`src/rtl/rd53_afe_to_cal_pkg.sv`:
```
// rtl/rd53_afe_to_cal_pkg.sv - shared state encoding and latch-decode constants for the AFE calibration sequencer
package rd53_afe_to_cal_pkg;

    typedef enum logic [2:0] {
        ST_IDLE,
        ST_AZ,
        ST_INJ,
        ST_WAIT,
        ST_STROBE,
        ST_GAP,
        ST_FIN
    } cal_state_e;

    localparam logic [1:0] LATCH_HIT   = 2'b01;
    localparam logic [1:0] LATCH_NOHIT = 2'b10;

    // Width of the per-phase cycle counter; every phase length must fit in it.
    localparam int CYC_W = 8;

endpackage

```
`src/rtl/rd53_sat_cnt.sv`:
```
// rtl/rd53_sat_cnt.sv - up-counter that clears on request and sticks at all-ones
module rd53_sat_cnt #(
    parameter int W = 8
) (
    input  logic         clk,
    input  logic         rst,
    input  logic         clr,
    input  logic         inc,
    output logic [W-1:0] cnt
);

    always_ff @(posedge clk) begin
        if (rst || clr) begin
            cnt <= '0;
        end else if (inc && (cnt != '1)) begin
            cnt <= cnt + 1'b1;
        end
    end

endmodule

```
`src/rtl/rd53_afe_to_cal_seq.sv`:
```
// rtl/rd53_afe_to_cal_seq.sv - AFE charge-injection calibration sequencer; AZ phase enabled by AFE_TO_CAL_AZ_EN
module rd53_afe_to_cal_seq
    import rd53_afe_to_cal_pkg::*;
#(
    parameter int N_W     = 8,
    parameter int CNT_W   = 8,
    parameter int AZ_CYC  = 4,
    parameter int INJ_CYC = 2,
    parameter int STB_DLY = 3,
    parameter int STB_CYC = 2,
    parameter int GAP_CYC = 4
) (
    input  logic             CLK,
    input  logic             RST,
    input  logic             START,
    input  logic             ABORT,
    input  logic [N_W-1:0]   N_INJ,
    input  logic             SEL_S1,
    input  logic             VOUTP_TO,
    input  logic             VOUTN_TO,
    output logic             S0,
    output logic             S1,
    output logic             PHI_AZ_TO,
    output logic             STROBE_TO,
    output logic             BUSY,
    output logic             DONE,
    output logic [CNT_W-1:0] HIT_CNT,
    output logic [CNT_W-1:0] ERR_CNT
);

    cal_state_e       state;
    logic [CYC_W-1:0] cyc;
    logic [CYC_W-1:0] cyc_len;
    logic             cyc_last;
    logic [N_W-1:0]   rem;
    logic             sel_s1_q;
    logic             s0_q;
    logic             s1_q;
    logic             stb_q;
    logic             busy_q;
    logic             done_q;
`ifdef AFE_TO_CAL_AZ_EN
    logic             phi_q;
`endif
    logic [1:0]       latch;
    logic             accept;
    logic             sample;
    logic             hit_inc;
    logic             err_inc;

    always_comb begin
        case (state)
            ST_AZ:     cyc_len = CYC_W'(AZ_CYC);
            ST_INJ:    cyc_len = CYC_W'(INJ_CYC);
            ST_WAIT:   cyc_len = CYC_W'(STB_DLY);
            ST_STROBE: cyc_len = CYC_W'(STB_CYC);
            ST_GAP:    cyc_len = CYC_W'(GAP_CYC);
            default:   cyc_len = CYC_W'(1);
        endcase
        cyc_last = (cyc == cyc_len - 1'b1);
        latch    = {VOUTP_TO, VOUTN_TO};
        accept   = (state == ST_IDLE) && START;
        // An abort on the final strobe cycle wins, so that injection is not scored.
        sample   = (state == ST_STROBE) && cyc_last && !ABORT;
        hit_inc  = sample && (latch == LATCH_HIT);
        err_inc  = sample && (latch != LATCH_HIT) && (latch != LATCH_NOHIT);
    end

    always_ff @(posedge CLK) begin
        if (RST) begin
            state    <= ST_IDLE;
            cyc      <= '0;
            rem      <= '0;
            sel_s1_q <= 1'b0;
            s0_q     <= 1'b0;
            s1_q     <= 1'b0;
            stb_q    <= 1'b0;
            busy_q   <= 1'b0;
            done_q   <= 1'b0;
`ifdef AFE_TO_CAL_AZ_EN
            phi_q    <= 1'b0;
`endif
        end else begin
            done_q <= 1'b0;
            cyc    <= cyc_last ? '0 : cyc + 1'b1;
            if (ABORT && (state != ST_IDLE) && (state != ST_FIN)) begin
                state <= ST_FIN;
                cyc   <= '0;
                s0_q  <= 1'b0;
                s1_q  <= 1'b0;
                stb_q <= 1'b0;
`ifdef AFE_TO_CAL_AZ_EN
                phi_q <= 1'b0;
`endif
            end else begin
                case (state)
                    ST_IDLE: if (START) begin
                        busy_q   <= 1'b1;
                        rem      <= N_INJ;
                        sel_s1_q <= SEL_S1;
                        cyc      <= '0;
                        if (N_INJ == '0) begin
                            state <= ST_FIN;
                        end else begin
`ifdef AFE_TO_CAL_AZ_EN
                            state <= ST_AZ;
                            phi_q <= 1'b1;
`else
                            state <= ST_INJ;
                            s0_q  <= !SEL_S1;
                            s1_q  <= SEL_S1;
`endif
                        end
                    end
`ifdef AFE_TO_CAL_AZ_EN
                    ST_AZ: if (cyc_last) begin
                        phi_q <= 1'b0;
                        s0_q  <= !sel_s1_q;
                        s1_q  <= sel_s1_q;
                        state <= ST_INJ;
                    end
`endif
                    ST_INJ: if (cyc_last) begin
                        s0_q  <= 1'b0;
                        s1_q  <= 1'b0;
                        state <= ST_WAIT;
                    end
                    ST_WAIT: if (cyc_last) begin
                        stb_q <= 1'b1;
                        state <= ST_STROBE;
                    end
                    ST_STROBE: if (cyc_last) begin
                        stb_q <= 1'b0;
                        rem   <= rem - 1'b1;
                        state <= ST_GAP;
                    end
                    ST_GAP: if (cyc_last) begin
                        if (rem != '0) begin
`ifdef AFE_TO_CAL_AZ_EN
                            state <= ST_AZ;
                            phi_q <= 1'b1;
`else
                            state <= ST_INJ;
                            s0_q  <= !sel_s1_q;
                            s1_q  <= sel_s1_q;
`endif
                        end else begin
                            state <= ST_FIN;
                        end
                    end
                    ST_FIN: begin
                        done_q <= 1'b1;
                        busy_q <= 1'b0;
                        state  <= ST_IDLE;
                    end
                    default: state <= ST_IDLE;
                endcase
            end
        end
    end

    rd53_sat_cnt #(.W(CNT_W)) u_hit_cnt (
        .clk (CLK),
        .rst (RST),
        .clr (accept),
        .inc (hit_inc),
        .cnt (HIT_CNT)
    );

    rd53_sat_cnt #(.W(CNT_W)) u_err_cnt (
        .clk (CLK),
        .rst (RST),
        .clr (accept),
        .inc (err_inc),
        .cnt (ERR_CNT)
    );

    assign S0        = s0_q;
    assign S1        = s1_q;
    assign STROBE_TO = stb_q;
    assign BUSY      = busy_q;
    assign DONE      = done_q;
`ifdef AFE_TO_CAL_AZ_EN
    assign PHI_AZ_TO = phi_q;
`else
    assign PHI_AZ_TO = 1'b0;
`endif

endmodule
```
`config.mk`:
```
export PLATFORM = sky130hd
export DESIGN_NAME = rd53_afe_to_cal_seq
export DESIGN_NICKNAME = d
export VERILOG_FILES = /design/src/rtl/rd53_afe_to_cal_pkg.sv /design/src/rtl/rd53_sat_cnt.sv /design/src/rtl/rd53_afe_to_cal_seq.sv
export SDC_FILE = /design/constraint.sdc
export NUM_CORES = 1
export LEC_CHECK = 0
export ABC_AREA = 1
export CORE_MARGIN = 2
export CORE_UTILIZATION = 54
export DETAILED_ROUTE_END_ITERATION = 7
export PLACE_DENSITY = 0.79
export SLEW_MARGIN = 10
export SYNTH_ARGS = -nofsm -noshare
export SYNTH_HDL_FRONTEND = slang
export SYNTH_HIERARCHICAL = 1
export SYNTH_SLANG_ARGS = --single-unit
```
`constraint.sdc`:
```
create_clock -name CLK -period 3.8 [get_ports CLK]
set_input_delay 0.38 -clock CLK [delete_from_list [all_inputs] [get_ports CLK]]
set_output_delay 0.38 -clock CLK [all_outputs]
set_load 0.01 [all_outputs]
```
# Word level (Yosys, flattened, before mapping)
# Cells that the tools add are included.
classes:
  add_sub_neg: 5
  eq_ne: 25
  muxes: 32
  bitwise_logic: 1
  n_reduce_logical: 32
ops:
  columns: ["operator", "count"]
  rows:
  - ["$mux 8", 5]
  - ["$add 8x1->8 const B", 3]
  - ["$mux 3", 8]
  - ["$ne 2x2->1 const B", 8]
  - ["$ne 8x8->1 const B", 2]
  - ["$pmux 8 s2", 1]
  - ["$sub 8x1->8 const B", 2]
  - ["$pmux 3 s5", 1]
  - ["$mux 1", 12]
  - ["$ne 3x3->1 const B", 4]
  - ["$logic_and 1x1->1", 10]
  - ["$reduce_and 5->1", 2]
  - ["$eq 3x3->1 const B", 3]
  - ["$pmux 3 s3", 1]
  - ["$reduce_and 3->1", 3]
  - ["$eq 8x8->1", 1]
  - ["$logic_not 8->1", 1]
  - ["$reduce_bool 8->1", 1]
  - ["$eq 3x2->1 const B", 2]
  - ["$ne 3x2->1 const B", 2]
  - ["$pmux 1 s3", 2]
  - ["$reduce_and 6->1", 1]
  - ["$reduce_bool 2->1", 3]
  - ["$reduce_bool 3->1", 2]
  - ["10 further kinds", 15]
word_totals:
  ff_bits: 41
  in_bits: 15
  out_inout_bits: 22
  word_cells: 107

# Logic depth before layout (Yosys ltp)
# Gate-level depths: netlist of run 1.
depth:
  depth_word: 10
  mapped_depth: 24
  mapped_depth_nobuf: 23

# Hierarchy
# The synthesis of run 1 kept the hierarchy.
modules_own_cells:
  columns: ["module", "n_inst", "cells_per_inst", "area_each_um2", "seq_area_each_um2"]
  rows:
  - ["rd53_afe_to_cal_seq", 1, 242, 1516.5, 500.5]
  - ["rd53_sat_cnt", 2, 67, 447.9, 160.2]

# Worst setup path after synthesis of run 1
# No wires, ideal clock.
synth_path:
  path_type: "reg2reg"
  from: "register state[1]"
  to: "register u_hit_cnt.cnt[4]"
  setup_time_ns: 0.115
  arrival_ns: 2.698
  required_ns: 3.685
  path_slack_ns: 0.987
  stages_incl_launch_ff: 21
  n_path_buf: 1
  period_less_slack_ns: 2.813
  cell_sequence: "dfxtp_1 nor2_1 nand2_1 buf_2 nand2_1 nor2_1 ha_1 inv_1 nand2_1 nand2_1 nand3_1 nor2_1 nand2_2 nor2_1 nand2_1 nor3_1 nand2_1 nor3_1 nand3_1 nand2_1 nor2_1"
synth_via:
  elab_chain_cells: 9
  elab_cells_between_ends: 17
  classes_between: "1 x add/sub; 6 x eq/ne; 1 x mux; 9 x reduce/logical"
synth_lines:
  columns: ["item", "line", "text"]
  rows:
  - ["start, declared", "rd53_afe_to_cal_seq.sv:31", "cal_state_e state;"]
  - ["start signal, assigned", "rd53_afe_to_cal_seq.sv:71", "state <= ST_IDLE;"]
  - ["start signal, assigned", "rd53_afe_to_cal_seq.sv:87", "state <= ST_FIN;"]
  - ["start signal, assigned", "rd53_afe_to_cal_seq.sv:103", "state <= ST_FIN;"]
  - ["$eq 3x3->1 (tied with other cells)", "rd53_afe_to_cal_seq.sv:52", "case (state)"]
  - ["$reduce_or 2->1 (no line)", null, null]
  - ["$pmux 3 s3", "rd53_afe_to_cal_seq.sv:52", null]
  - ["$sub 8x1->8", "rd53_afe_to_cal_seq.sv:60", "cyc_last = (cyc == cyc_len - 1'b1);"]
  - ["$eq 8x8->1", "rd53_afe_to_cal_seq.sv:60", null]
  - ["$logic_and 1x1->1 (*) (2 in a row)", "rd53_afe_to_cal_seq.sv:64", "sample = (state == ST_STROBE) && cyc_last && !ABORT;"]
  - ["$logic_and 1x1->1 (*)", "rd53_afe_to_cal_seq.sv:65", "hit_inc = sample && (latch == LATCH_HIT);"]
  - ["via hit_inc", "rd53_afe_to_cal_seq.sv:48", "logic hit_inc;"]
  - ["$logic_and 1x1->1 (*)", "rd53_sat_cnt.sv:15", "end else if (inc && (cnt != '1)) begin"]
  - ["end signal, assigned", "rd53_sat_cnt.sv:16", "cnt <= cnt + 1'b1;"]
  - ["end, declared", "rd53_sat_cnt.sv:9", "output logic [W-1:0] cnt"]
# Mark *: on every way through the listed nets, which the timed path passes. The rest lies on a longest branch.
# A chain may end at the register's enable or synchronous reset.

# Final worst setup path of run 1
# Same ends and word-level chain as after synthesis.

==> impl_metrics.yaml, run 1 <==
yosys:
  synth-async-reset-ratio_pct: 0
  synth_seq_cells: 41
  ys_top_cells_by_area: "dfxtp_1, nand2_1, nor2_1"
  ys.flop_type: "dfxtp_1"
  synthDominantCellAreaShare_pct: 34.0
  post-synth-top-count-cell: "nand2_1"
  yosysTopAreaCell: "dfxtp_1"
  mappedNetlistNets: 396
  syn_area_um2: 2410
  yosys-top-cells-count: "nand2_1, nor2_1, inv_1, dfxtp_1, nand3_1"
  ys_seq_area_share_pct: 34.0
  postSynthAreaPerCell_um2: 6.42
  yosys.cell_types.count: 29
  synth_edf_count: 0
  netlist_instances: 376
  yosysWarningCount: 6
sta:
  rsz0062_at_grt: "false"
  hold_viol_final: 0
  finalCriticalPeriod_ns: 3.28
  tns_ns: 0
  setup_viol: 0
  slew_headroom_pct: 48.4
  worst_pin_slew_ns: 0.771
  skew_ns: 0.00906
  slew_violations: 0
  post-route-period-util_pct: 86.2
  fmaxAchievable_mhz: 305
routing:
  drt_iter0_markers: 147
  met2_length_um: 2210
  viasPerCell: 5.09
  drtAntennaViolNets: 0
  wl_met3_um: 301
  top_layer_used: "met4"
  vias: 2355
  routedWlPerCell_um: 10.8
  drt-met1-wl_um: 2460
  wl_um: 5020
  post-route-drc-count: 0
  first_pass_iters: 4
final_layout:
  antenna_cells: 0
  finalNetCount: 430
  multi_input_area_um2: 1340
  drive_gt1_share_pct: 6.33
  finalInstanceArea_um2: 2900
  ff_latch_area_um2: 821
  fill_cells: 388
  area_growth_pct: 20.2
setup_path:
  worst_setup_path_start_kind: "flop"
  worstPathArrival_ns: 3.47
  path_max_fanout: 13
  cp-end-kind: "flop"
  reg2reg_depth: 19
  worst_path_largest_cell_delay_ns: 0.49
  cpMostUsedCell: "nand2_1"
  ff2ff_setup_slack_ns: 0.52
  cp.required_ns: 3.99
  cp_slowest_cell: "nor3_1"
  crit_chain: "nor2_1 -> nand2_1 -> nand2_1 -> nor2_1 -> ha_1 -> inv_1 -> nand2_1 -> nand2_1 -> nand3_1 -> nor2_1 -> nand2_2 -> nor2_1 -> nand2_1 -> nor3_1 -> nand2_1 -> nor3_1 -> nand3_1 -> nand2_1 -> nor2_1"
  critPathKind: "reg -> reg"
global_route:
  grt_max_degree: 14
  grt_pass1_vias: 2076
  overflow: 0
  grt_pass1_wl_um: 8670
  grt.total_usage_pct: 20.8
  antenna_found_initial: 0
clock_network:
  cts_resized: 0
  cts_tree: "built"
  cts_sinks: 41
  htree_num_levels: 2
  clockBufferDepth: 2
  cts_buffers: 5
  clkTransAtPathRegs_ns: 0.08
  clock_latency_ns: 0.30
  cts_hold_buffers: 0
  cts_root_buffer: "clkbuf_8"
  cts_setup_buffers: 0
floorplan:
  die_w_um: 70.8
  rows: 24
  die_area_um2: 5020
  start_util_pct: 55.8
  boundaryPins: 37
  core-area_um2: 4320
  die_h_um: 70.8
placement:
  dp_hpwl_um: 3690
  finalWeightedCongestion: 0.851
  port_buffers: 35
  placed_cell_area_um2: 2770
pwr:
  power_density_nw_per_um2: 619
  leakage_nw: 1.31
  irDropWorstVdd_mv: 0.374
run_status:
  status: "completed"
hold_path:
  hold_class: "reg -> reg"
  min_path_cells: 2
job:
  cap_violations: 0
[routing by layer]
metal	track usage [%]	up-vias
met1	28.2	1031
met3	4.70	7
li1	-	1259
met4	5.03	0
met5	0	-
met2	33.7	58
[final cells by class]
type	count	area share, %
well taps	52	2.24
clock inverters	3	2.24
multi-input cells	277	46.3
flip-flops and latches	41	28.3
inverters	50	6.47
clock buffers	5	2.37
repair buffers	35	12.1
[path summary, 6_finish.rpt]
path,start,to
setup / recovery,state[1],u_hit_cnt/cnt[4]
hold / removal,rem[1],rem[1]
setup reg to reg,state[1],u_hit_cnt/cnt[4]
hold reg to reg,rem[1],rem[1]
[state kept, by name, summed over array words and instances (netlist names)]
register	flops
u_hit_cnt/cnt	8
cyc	8
rem	8
BUSY	1
state	3
DONE	1
u_err_cnt/cnt	8
sel_s1_q	1
S1	1
STROBE_TO	1
S0	1
[critical path, delay by kind of cell, from the launching register on]
kind                     cells  cell delay, ns
AND/OR/NAND/NOR             17            2.49
flip-flops                   1            0.35
adder cells (fa/ha/maj)      1            0.28
buffers and inverters        1            0.06
[cells by family (layout without fill, tap and decap cells)]
group,after synthesis,in the layout,synth area share (%)
adders and majority gates,5,5,2.59
and+or+nand+nor,224,224,41.5
buffers and inverters,58,93,10.4
AOI/OAI and AO/OA,40,40,8.77
other,1,1,0.155
xor gates and xnor gates,7,7,2.54
DFF,41,41,34.0
[stage by stage]
stage	util (%)	setup WS (ns)	total power, W	hold slack [ns]	instances
2_1_floorplan	-	0.987	0.00122	0.430	376
3_3_place_gp	63.9	0.702	0.00136	0.452	455
3_5_place_dp	63.9	0.553	0.00137	0.454	455
4_1_cts	67.0	0.519	0.00180	0.467	463
5_1_grt	67.0	0.143	0.00195	0.498	463
6_report	67.0	0.524	0.00180	0.464	463
[power by group]
part | switching (W) | internal, W | total, W
registers | 0.0000521 | 0.000496 | 0.000548
clock network | 0.000160 | 0.000261 | 0.000421
logic | 0.000534 | 0.000293 | 0.000826
[layout by cell type, fill, tap and decap left out, types with 3 or more instances in the layout]
master and n:
nand3_1 39, clkdlybuf4s50_1 35, nand2_1 95, clkbuf_8 5
a31oi_1 3, nor3_1 9, nand2_2 5, nor2_1 61
o21ai_0 11, inv_1 46, ha_1 5, a21oi_1 24
dfxtp_1 41, xor2_1 5, nor2_2 3, nand3_2 3
(Power assumes the default switching activity.)
==> inputs of run 2 (changes only) <==
--- a/config.mk
+++ b/config.mk
@@ -6,7 +6,7 @@
 export NUM_CORES = 1
 export LEC_CHECK = 0
 export ABC_AREA = 1
-export CORE_MARGIN = 2
+export CORE_MARGIN = 3
 export CORE_UTILIZATION = 54
 export DETAILED_ROUTE_END_ITERATION = 7
 export PLACE_DENSITY = 0.79
==> run 2 against run 1 <==
  * Global-route usage rose by 1.4 points
  * Combinational power rose by 2%
  * Sequential cell count is the same
  * First-iteration DRC count down 24%
  * Clock power shrank 25%
  * Via count up 2.0%
==> impl_metrics.yaml, run 2 (synthesis results as in run 1) <==
sta:
  worst_pin_slew_ns: 0.798
  tns_ns: 0
  slew_violations: 0
  rsz0062_at_grt: "false"
  hold_viol_final: 0
  slew_headroom_pct: 46.6
  post-route-period-util_pct: 85.0
  finalCriticalPeriod_ns: 3.23
  fmaxAchievable_mhz: 310
  setup_viol: 0
  skew_ns: 0.00497
setup_path:
  critPathBufInv: 1
  critPathKind: "reg -> reg"
  reg2reg_depth: 19
  cp-end-kind: "flop"
  critPathTopFamily: "simple AND/OR/NAND/NOR gates"
  path_max_fanout: 13
  cpMostUsedCell: "nand2_1"
  crit_chain: "nor2_1 -> nand2_1 -> nand2_1 -> nor2_1 -> ha_1 -> inv_1 -> nand2_1 -> nand2_1 -> nand3_1 -> nor2_1 -> nand2_2 -> nor2_1 -> nand2_1 -> nor2_1 -> nand2_1 -> nor3_1 -> nand3_1 -> nand2_1 -> nor2_1"
  worst_path_largest_cell_delay_ns: 0.36
  worst_setup_path_start_kind: "flop"
  worstPathArrival_ns: 3.42
  cp_slowest_cell: "dfxtp_1"
  r2r-end: "u_err_cnt/cnt[4]"
  ff2ff_setup_slack_ns: 0.57
  worstReg2RegStart: "state[0]"
  cp.required_ns: 3.99
pwr:
  power_frac_comb_pct: 49.2
  pwr-share-clk_pct: 18.5
  p_sw_w: 0.000750
  swShare_pct: 44.0
  seq_power_share_pct: 32.2
  p_int_w: 0.000955
  irDropWorstVdd_mv: 0.375
  power_density_nw_per_um2: 594
  leakage_nw: 1.30
job:
  cap_violations: 0
hold_path:
  hold_class: "reg -> reg"
  min_path_cells: 2
  hp-start: "rem[2]"
  hold-path-endpoint: "rem[2]"
global_route:
  overflow: 0
  grt_pass1_vias: 2236
  antenna_found_initial: 0
  grt.total_usage_pct: 22.2
  grt_pass1_wl_um: 9450
  grt_max_degree: 14
routing:
  met2_length_um: 2440
  drt-met1-wl_um: 2490
  drt_iter0_markers: 112
  wl_met3_um: 301
  drtAntennaViolNets: 0
  vias: 2401
  top_layer_used: "met4"
  post-route-drc-count: 0
  viasPerCell: 5.21
  wl_um: 5310
  first_pass_iters: 4
  routedWlPerCell_um: 11.5
clock_network:
  cts_sinks: 41
  cts_setup_buffers: 0
  clockBufferDepth: 2
  clock_latency_ns: 0.30
  clkTransAtPathRegs_ns: 0.08
  cts_hold_buffers: 0
  htree_num_levels: 2
  cts_buffers: 5
  cts_resized: 0
  cts_root_buffer: "clkbuf_8"
  cts_tree: "built"
final_layout:
  final_common_cell: "nand2_1"
  layout_common_cells: "nand2_1, nor2_1, inv_1"
  area_growth_pct: 18.9
  finalNetCount: 430
  finalInstanceArea_um2: 2870
  antenna_cells: 0
  drive_gt1_share_pct: 6.57
floorplan:
  start_util_pct: 58.2
  rows: 23
  core-area_um2: 4140
  die_w_um: 72.8
  die_area_um2: 5300
  boundaryPins: 37
  die_h_um: 72.8
placement:
  dp_hpwl_um: 3880
  placed_cell_area_um2: 2760
  finalWeightedCongestion: 0.875
  port_buffers: 35
run_status:
  status: "completed"
-- run 2: through the flow --
| stage | hold slack [ns] | cells | power (W) | util [%] | worst slack, ns |
|---|---|---|---|---|---|
| after floorplan | 0.430 | 376 | 0.00122 | - | 0.987 |
| after global placement | 0.453 | 453 | 0.00136 | 66.7 | 0.707 |
| after detailed placement | 0.456 | 453 | 0.00138 | 66.7 | 0.467 |
| after CTS | 0.468 | 461 | 0.00171 | 69.1 | 0.398 |
| after global routing | 0.482 | 461 | 0.00187 | 69.2 | 0.121 |
| final | 0.467 | 461 | 0.00171 | 69.2 | 0.571 |
-- run 2: layer usage --
metal / GRT usage, % / vias to the layer above
met1: 29.4 / 1062
met4: 8.40 / 0
met5: 0 / -
li1: - / 1259
met3: 4.82 / 9
met2: 35.3 / 71
-- run 2: final cells by class --
cell class,count,area (um2)
Sequential cell,41,821
Fill cell,381,1270
Timing Repair Buffer,35,350
Multi-Input combinational cell,277,1350
Tap cell,50,62.6
Clock inverter,1,5.00
Clock buffer,7,96.3
Inverter,50,188
-- run 2: how the worst max path moves through the flow --
stage / cells after the start / end / from
CTS: 19 / u_hit_cnt/cnt[4] / state[1]
detailed placement: 19 / u_hit_cnt/cnt[4] / state[1]
global route: 19 / u_err_cnt/cnt[4] / state[1]
finish: 19 / u_err_cnt/cnt[4] / state[0]
global placement: 19 / u_hit_cnt/cnt[4] / state[1]
floorplan: 20 / u_hit_cnt/cnt[4] / state[1]
-- run 2: power by group through the flow --
stage | Sequential [W] | Combinational (W) | Clock [W]
after global routing | 0.000558 | 0.000976 | 0.000341
after CTS | 0.000549 | 0.000837 | 0.000326
final | 0.000549 | 0.000840 | 0.000316
after global placement | 0.000555 | 0.000801 | 0
after floorplan | 0.000550 | 0.000666 | 0
after detailed placement | 0.000559 | 0.000825 | 0
-- run 2: worst min-delay path, delay by kind of cell (launching register included) --
family,cells,cell delay [ns]
AND/OR/NAND/NOR,1,0.06
AO/OA/AOI/OAI,1,0.05
flip-flops,1,0.32
==> inputs of run 3 (changes only) <==
--- a/config.mk
+++ b/config.mk
@@ -7,9 +7,9 @@
 export LEC_CHECK = 0
 export ABC_AREA = 1
 export CORE_MARGIN = 3
-export CORE_UTILIZATION = 54
+export CORE_UTILIZATION = 49
 export DETAILED_ROUTE_END_ITERATION = 7
-export PLACE_DENSITY = 0.79
+export PLACE_DENSITY = 0.75
 export SLEW_MARGIN = 10
 export SYNTH_ARGS = -nofsm -noshare
 export SYNTH_HDL_FRONTEND = slang
==> constraint.sdc (replaced) <==
create_clock -name CLK -period 2.71 [get_ports CLK]
set_input_delay 0.271 -clock CLK [delete_from_list [all_inputs] [get_ports CLK]]
set_output_delay 0.271 -clock CLK [all_outputs]
set_load 0.01 [all_outputs]
==> run 3 against run 2 <==
  * Power grew 46%
  * Critical path depth grew 2
  * Clock-buffer cell count grew 1
==> impl_metrics.yaml, run 3 (synthesis results as in run 1) <==
run_status:
  status: "completed"
setup_path:
  cp-end-kind: "flop"
  cp.required_ns: 2.90
  path_max_fanout: 4
  worst_path_largest_cell_delay_ns: 0.36
  critPathKind: "reg -> reg"
  cpMostUsedCell: "nand2_1"
  critPathTopFamily: "simple AND/OR/NAND/NOR gates"
  worst_setup_path_start_kind: "flop"
  cp_slowest_cell: "dfxtp_2"
  crit_chain: "inv_2 -> nand3_2 -> inv_2 -> nor2_2 -> ha_1 -> inv_1 -> nand2_1 -> nand2_1 -> nand3_1 -> nor2_1 -> nand2_2 -> nor2_4 -> nand2_4 -> nor3_4 -> nand2_1 -> inv_2 -> nand2_2 -> nor2_1 -> nand3_2 -> nand2_1 -> nor2_1"
  worstPathArrival_ns: 2.75
  critPathBufInv: 4
final_layout:
  finalInstanceArea_um2: 3020
  fill_cells: 455
  drive_gt1_share_pct: 12.8
  finalNetCount: 440
  area_growth_pct: 25.3
  final_common_cell: "nand2_1"
  utilization_pct: 66.2
  antenna_cells: 0
  stdcell_count: 486
  layout_common_cells: "nand2_1, nor2_1, inv_1"
floorplan:
  boundaryPins: 37
  core-area_um2: 4560
  die_h_um: 76.2
  start_util_pct: 52.9
  die_area_um2: 5800
  rows: 24
  die_w_um: 76.2
routing:
  drt_iter0_markers: 80
  vias: 2412
  post-route-drc-count: 0
  drtAntennaViolNets: 0
  wl_um: 5580
  first_pass_iters: 4
  routedWlPerCell_um: 11.5
  viasPerCell: 4.96
sta:
  slew_violations: 0
  hold_viol_final: 0
  finalCriticalPeriod_ns: 2.56
  setup_viol: 0
  post-route-period-util_pct: 94.6
  fmaxAchievable_mhz: 390
  whs_ns: 0.469
  skew_ns: 0.00520
global_route:
  grt.met2_usage_pct: 32.2
  met3_usage_pct: 4.14
  grt.busiest_layer: "met2"
  grt_pass1_wl_um: 9250
  antenna_found_initial: 0
  use_met1_pct: 23.3
  grt.total_usage_pct: 19.0
  overflow: 0
  grt_pass1_vias: 2182
  grt_max_degree: 12
clock_network:
  htree_num_levels: 2
  cts_tree: "built"
  cts_buffers: 5
  clkTransAtPathRegs_ns: 0.08
  cts_sinks: 41
  clock_latency_ns: 0.29
  cts_root_buffer: "clkbuf_8"
  clockBufferDepth: 2
  cts_hold_buffers: 0
placement:
  placed_cell_area_um2: 2820
  finalWeightedCongestion: 0.845
  dpl.cell_count: 473
  dp_hpwl_um: 4010
  port_buffers: 35
pwr:
  power_density_nw_per_um2: 825
  irDropWorstVdd_mv: 0.545
  leakage_nw: 1.35
hold_path:
  hold_class: "reg -> reg"
job:
  cap_violations: 0
[run 3: cell count changes in the layout (fill, tap and decap cells not counted), sizes merged]
| cell | delta |
|---|---|
| buf | +10 |
| clkbuf | +1 |
| clkinv | -1 |
[run 3: worst paths after layout]
path	cells past startpoint	endpoint	slack, ns	startpoint
setup / recovery	21	u_hit_cnt/cnt[5]	0.15	state[2]
hold / removal	2	rem[2]	0.47	rem[2]
setup reg to reg	21	u_hit_cnt/cnt[5]	0.15	state[2]
hold reg to reg	2	rem[2]	0.47	rem[2]
[run 3: area by class of cell]
cell class                      instances  area [um2]  share of cell area (%)
Inverter                               50         188                    6.21
Sequential cell                        41         830                    27.5
Tap cell                               65        81.3                    2.69
Multi-Input combinational cell        277        1420                    46.9
Clock buffer                            8        80.1                    2.65
Timing Repair Buffer                   45         425                    14.1
[run 3: what timing repair did]
item | 4_1_cts | 5_1_grt
resized for setup | 1 | 27
endpoints found under the setup margin | 5 | 14
pin swaps | 0 | 9
buffers inserted | 0 | 5
hold endpoints to repair | 0 | 0
[run 3: worst reg2reg max path: cells and delay by family, from the launching register on]
kind / cells / cell delay [ns]
DFF: 1 / 0.36
buffers and inverters: 4 / 0.33
adders and majority gates: 1 / 0.28
and+or+nand+nor: 16 / 1.48
[run 3: per-layer routing]
layer | routed length [um] | vias up
met5 | 0 | -
li1 | - | 1276
met3 | 255 | 9
met2 | 2610 | 51
met4 | 108 | 0
met1 | 2610 | 1076
[run 3: metrics by stage]
stage | setup TNS (ns) | setup WS (ns) | total power, W
floorplan | 0 | 0.0663 | 0.00171
global route | -0.0768 | -0.0394 | 0.00272
detailed placement | -0.108 | -0.0805 | 0.00198
CTS | -0.0123 | -0.0123 | 0.00238
global placement | 0 | 0.0468 | 0.00194
finish | 0 | 0.147 | 0.00249
[run 3: report_power, final]
| group | internal (W) | switching (W) | leakage, nW |
|---|---|---|---|
| logic | 0.000497 | 0.000815 | 0.979 |
| clock network | 0.000183 | 0.000204 | 0.0395 |
| registers | 0.000704 | 0.0000899 | 0.335 |
